[src/rtl/lr_deserial_sfr.sv]
// Serial-in/parallel-out SFR: assembles SIZE bits MSB- or LSB-first, with a full/rd handshake.
// Optional trailing even-parity bit when LRSR_PARITY_EN is defined.
module lr_deserial_sfr #(
    parameter int SIZE  = 32,
    parameter int CNT_W = $clog2(SIZE + 1)
) (
    input  logic             i_clk,
    input  logic             i_reset,
    input  logic             i_clear,
    input  logic             i_sin,
    input  logic             i_shift_en,
    input  logic             i_left,
    input  logic             i_rd,
    output logic [SIZE-1:0]  o_Q,
    output logic             o_full,
    output logic [CNT_W-1:0] o_bit_count,
    output logic             o_overrun,
    output logic             o_parity_err
);

    typedef enum logic [1:0] {S_EMPTY, S_FILL, S_PARITY, S_FULL} state_t;

    state_t           r_state;
    logic             r_mode;
    logic [SIZE-1:0]  r_q;
    logic [CNT_W-1:0] r_count;
    logic             r_full;
    logic             r_overrun;
    logic             r_parity_err;

    function automatic logic [SIZE-1:0] f_shift(input logic [SIZE-1:0] q, input logic md,
                                                 input logic b);
        return md ? {q[SIZE-2:0], b} : {b, q[SIZE-1:1]};
    endfunction

    always_ff @(posedge i_clk) begin
        if (i_reset || i_clear) begin
            r_state      <= S_EMPTY;
            r_mode       <= 1'b1;
            r_q          <= '0;
            r_count      <= '0;
            r_full       <= 1'b0;
            r_overrun    <= 1'b0;
            r_parity_err <= 1'b0;
        end else begin
            case (r_state)
                S_EMPTY: begin
                    // Direction is latched on the first bit and frozen for the word
                    if (i_shift_en) begin
                        r_mode  <= i_left;
                        r_q     <= f_shift(r_q, i_left, i_sin);
                        r_count <= CNT_W'(1);
                        r_state <= S_FILL;
                    end
                end
                S_FILL: begin
                    if (i_shift_en) begin
                        r_q <= f_shift(r_q, r_mode, i_sin);
                        if (r_count == CNT_W'(SIZE - 1)) begin
                            r_count <= CNT_W'(SIZE);
`ifdef LRSR_PARITY_EN
                            r_state <= S_PARITY;
`else
                            r_full  <= 1'b1;
                            r_state <= S_FULL;
`endif
                        end else begin
                            r_count <= r_count + CNT_W'(1);
                        end
                    end
                end
                S_PARITY: begin
                    // Parity bit is checked against the word but never shifted in
                    if (i_shift_en) begin
                        r_parity_err <= (^r_q) ^ i_sin;
                        r_full       <= 1'b1;
                        r_state      <= S_FULL;
                    end
                end
                S_FULL: begin
                    if (i_rd) begin
                        r_full       <= 1'b0;
                        r_parity_err <= 1'b0;
                        if (i_shift_en) begin
                            r_mode  <= i_left;
                            r_q     <= f_shift(r_q, i_left, i_sin);
                            r_count <= CNT_W'(1);
                            r_state <= S_FILL;
                        end else begin
                            r_count <= '0;
                            r_state <= S_EMPTY;
                        end
                    end else if (i_shift_en) begin
                        r_overrun <= 1'b1;
                    end
                end
                default: r_state <= S_EMPTY;
            endcase
        end
    end

    assign o_Q          = r_q;
    assign o_full       = r_full;
    assign o_bit_count  = r_count;
    assign o_overrun    = r_overrun;
    assign o_parity_err = r_parity_err;

endmodule

[config.mk]
export PLATFORM = sky130hd
export DESIGN_NAME = lr_deserial_sfr
export DESIGN_NICKNAME = d
export VERILOG_FILES = /design/src/rtl/lr_deserial_sfr.sv
export SDC_FILE = /design/constraint.sdc
export NUM_CORES = 1
export LEC_CHECK = 0
export CAP_MARGIN = 10
export CELL_PAD_IN_SITES_DETAIL_PLACEMENT = 0
export CELL_PAD_IN_SITES_GLOBAL_PLACEMENT = 1
export CORE_UTILIZATION = 35
export DETAILED_ROUTE_END_ITERATION = 12
export GPL_TIMING_DRIVEN = 0
export PLACE_DENSITY_LB_ADDON = 0.05
export SETUP_SLACK_MARGIN = 0.02
export SLEW_MARGIN = 20
export SYNTH_ARGS = -nofsm -noshare
export SYNTH_HDL_FRONTEND = slang
export SYNTH_SLANG_ARGS = --single-unit
[constraint.sdc]
create_clock -name i_clk -period 1.65 [get_ports i_clk]
set_clock_uncertainty 0.05 [all_clocks]
set_input_delay 0.4125 -clock i_clk [delete_from_list [all_inputs] [get_ports i_clk]]
set_output_delay 0.4125 -clock i_clk [all_outputs]
set_load 0.02 [all_outputs]
# Yosys cells after proc, flatten, opt, wreduce, memory -nomap -nowiden
# Index checks and enable logic that the tools add are counted.
# Widths: inputs -> output; s select.
# totals
regBits	44
inputBits	7
out_inout_bits	41
# classes
mux	29
n_reduce_logical	14
eq_ne	9
bitwise	2
n_addsub	1
# ops
operator	n
$mux 32	5
$pmux 32 s3	1
$reduce_xor 32->1	1
$mux 6	4
$pmux 6 s3	1
$mux 2	5
$ne 2x2->1 const B	5
$reduce_and 5->1	2
$mux 1	9
$reduce_and 3->1	3
$pmux 2 s4	1
$add 6x1->6 const B	1
$eq 6x5->1 const B	1
$reduce_bool 3->1	2
$eq 2x2->1 const B	2
$pmux 1 s2	2
$reduce_and 4->1	1
$reduce_bool 2->1	2
$pmux 1 s3	1
$eq 2x1->1 const B	1
$logic_not 2->1	1
$reduce_and 2->1	1
$logic_or 1x1->1	1
$not 1->1	1
$xor 1x1->1	1

# Logic depth before layout (Yosys ltp)
# depth
word_depth	4
mapped_depth	9
depth_no_buf	8

# Worst setup path after synthesis
# No wires, ideal clock.
# synth_timing
path_type	register -> register
start	register r_count[0] (netlist: o_bit_count[0])
end	register r_state[1]
path_buffers	0
path_slack_ps	-227
t_arrival_ps	1699
path_stages_with_launch	7
path_cell_list	dfxtp_1 -> ha_1 -> nand2_1 -> o31a_1 -> nor3_1 -> mux2i_1 -> nor2_1
# synth_via
elab_chain_len	3
# synth_lines
element	line_no	text
start: declaration	26	logic [CNT_W-1:0] r_count;
start signal: assignment	60	r_count <= CNT_W'(SIZE);
start signal: assignment	68	r_count <= r_count + CNT_W'(1);
$eq 6x5->1	59	if (r_count == CNT_W'(SIZE - 1)) begin
$ne 2x2->1 (no line)	n/a	
$reduce_and 5->1 (no line)	n/a	
end signal: assignment	53	r_state <= S_FILL;
end signal: assignment	65	r_state <= S_FULL;
end signal: assignment	77	r_state <= S_FULL;
end: declaration	23	state_t r_state;
# No other way between the ends.
# A chain may end at the register's enable or synchronous reset.

# Worst setup path after layout
# layout_timing
start	register r_state[0]
end	register r_q[4] (netlist: o_Q[4])
# layout_via
elab_chain_len	3
elab_cells_between_ends	8
cone_classes	eq/ne: 4; mux: 1; reduce/logical: 3
# layout_lines
element	line_no	text
start signal: assignment	38	r_state <= S_EMPTY;
start signal: assignment	53	
start signal: assignment	65	
$eq 2x2->1 (tied with other cells)	46	case (r_state)
$ne 2x2->1 (no line) / $reduce_bool 3->1 (equally long branches)	n/a	
$reduce_and 3->1 (no line)	n/a	
end signal: assignment	51	r_q <= f_shift(r_q, i_left, i_sin);
end signal: assignment	58	r_q <= f_shift(r_q, r_mode, i_sin);
end signal: assignment	86	r_q <= f_shift(r_q, i_left, i_sin);
end: declaration	25	logic [SIZE-1:0] r_q;
# Parallel ways exist; a longest one is shown, timed or not.

==> results.cfg <==
[setup_path]
critPathKind = reg -> reg
end_kind = register
cp.arrival_ps = 1970
path_common_cell = buf_12
critPathMaxStageDelay_ps = 380
critPathRequiredTime_ps = 1820
rrSetupSlack_ps = -150
slowest_stage = dfxtp_4
crit_buf_inv = 4
critical_path.top_delay_family = buffers and inverters
worstPathMaxFanout = 5
critPathLaunchType = register
worstPathCellList = buf_12 -> ha_4 -> mux2i_4 -> buf_12 -> buf_12 -> buf_16 -> mux2i_4 -> a211oi_2

[global_route]
overflow = 0
grt_max_degree = 14
antenna_found_initial = 0
grt_pass1_vias = 2229
grt_pass1_wl_mm = 11.5
grt_usage_pct = 20.1

[cells_and_area]
area_growth_pct = 73.1
drive_gt1_share_pct = 44.7
final_common_cell = dlygate4sd2_1
fin_area_mm2 = 0.00414
layout_common_cells = dlygate4sd2_1 (42), nor2_1 (31), mux2i_1 (24)
fill_cells = 564
final_util_pct = 64.0
diodes = 0
finalNetCount = 368

[clocking]
ctsHoldBuffers = 0
cts_tree = built
clk_pin_slew_ps = 90
cts_num_sinks = 44
htreeDepth = 2
clock_latency_ps = 300
cts_buffer_depth = 2
cts_made_buffers = 5
cts_root_buffer = clkbuf_8

[sta]
setup_ws_ps = -148
final_max_slew_viol_count = 0
tightest_slew_ps = 316
fin_crit_sh_pct = 109
whs_ps = 429
slew_headroom_pct = 78.9
post-route-min-period_ps = 1800
hold_viol_final = 0
setup_tns_ps = -3190
rsz0062_at_grt = yes
finalSetupViolCount = 36
max_freq_mhz = 556

[route]
drc_errors = 0
num_vias = 2273
ant_nets = 0
post_drt_wl_per_cell_um = 16.3
drt_iter0_drc = 95
drt_wl_total_mm = 7.06
firstDrtPassIters = 6
vias_per_cell = 5.25

[yosys]
synth_top_area_share_pct = 36.9
yosys.area.top_type = dfxtp_1
netlist_area_mm2 = 0.00239
synth_area_leaders = dfxtp_1 (37%), mux2i_1 (15%), a211oi_1 (10%), xnor2_1 (8.8%), nor2_1 (7.2%)
ys_warn_count = 0
netlist_instances = 266
syn_area_per_cell_um2 = 8.98
ys_seq_area_share_pct = 36.9
synth_cell_types = 33
ys_ff_latch = 44
syn_nets = 279

[floorplanning]
rows = 29
start_util_pct = 37.0
io_pins = 48
die_h_um = 84.6
core_area_mm2 = 0.00646
die_area_mm2 = 0.00716
dieWidth_um = 84.6

[run]
cap_violations = 0

[status]
violations = negative setup slack
status = finished, violations left

[placed_design]
port_buffers = 47
dp_hpwl_mm = 4.14
place_area_mm2 = 0.00305
gp_congestion = 0.748

[pwr]
p_per_area_mw_per_mm2 = 709
total_power_mw = 2.93
p_leak_nw = 1.69
max-vdd-ir-drop_mv = 0.363

[worst_hold_path]
hp-class = reg -> reg
[report_power, final]
group,total [mW],switching [mW],internal (mW)
registers,1.15,0.0586,1.09
clock network,0.935,0.400,0.535
logic,0.848,0.380,0.467
total,2.93,0.838,2.09
[cells by family after synthesis]
kind of cell               share of synthesized area, %
AOI/OAI and AO/OA                                  15.2
xor gates and xnor gates                           11.9
adders and majority gates                          3.14
buffers and inverters                              3.51
DFF                                                36.9
muxes                                              15.1
and+or+nand+nor                                    14.2
[worst min-delay path: stages, from the launching register on]
cell and delay (ps):
dfxtp_1 340, a21oi_1 40, nor2_1 70
[registers in the layout, indices dropped and copies added (netlist names)]
| name | count |
|---|---|
| o_Q | 32 |
| o_bit_count | 6 |
| r_state | 2 |
| o_full | 1 |
| o_overrun | 1 |
| o_parity_err | 1 |
| r_mode | 1 |
[cell usage after synthesis]
cell type and count:
buf_4 1, or2_2 1, ha_1 6, clkbuf_1 9, a211oi_1 33, xnor2_1 24, buf_2 7, inv_1 2
or3b_2 1, nor2_1 46, xnor3_1 1, and2_1 2, a21oi_1 8, o21ai_0 4, nor4_1 1, mux2i_1 35
o21a_1 1, and2b_1 1, nor3_1 6, xnor2_2 1, o31a_1 1, a311oi_1 1, nand2_1 11, or3_1 1
o221ai_1 1, nand3_1 7, o31ai_1 1, xor2_1 4, mux2_2 1, dfxtp_1 44, nand3b_1 1, nor2b_1 1
o211ai_1 2
[path summary, 6_finish.rpt]
kind | start | end | depth (start not counted)
hold / removal | o_overrun | o_overrun | 2
setup / recovery | r_state[0] | o_Q[4] | 8
hold reg to reg | o_overrun | o_overrun | 2
setup reg to reg | r_state[0] | o_Q[4] | 8
[routing by layer]
layer	vias up	global-route usage [%]	share of wire, %
li1	1127	-	-
met1	1102	27.5	48
met2	36	33.7	48
met3	8	3.44	2.9
met4	0	3.70	0.78
met5	-	0	0
[stage by stage]
step	setup slack [ps]	cells
floorplan	12.6	266
global placement	-592	390
detailed placement	-585	390
CTS	-126	429
global route	-216	433
finish	-148	433
[final cells by class]
| class | count | area, um^2 | share of cell area [%] |
|---|---|---|---|
| Tap cell | 77 | 96.3 | 2.33 |
| Buffer | 16 | 231 | 5.60 |
| Multi-Input combinational cell | 203 | 1820 | 43.9 |
| Timing Repair Buffer | 83 | 921 | 22.3 |
| Clock buffer | 7 | 96.3 | 2.33 |
| Clock inverter | 1 | 30.0 | 0.726 |
| Inverter | 2 | 7.51 | 0.181 |
| Sequential cell | 44 | 937 | 22.7 |
[repair_timing]
action / CTS / global route
pin swaps: 41 / 27
resized for setup: 141 / 51
cloned: 10 / 0
buffers inserted: 21 / 9
endpoints found under the hold margin: 0 / 0
endpoints found under the setup margin: 84 / 44
(Power assumes the default switching activity.)
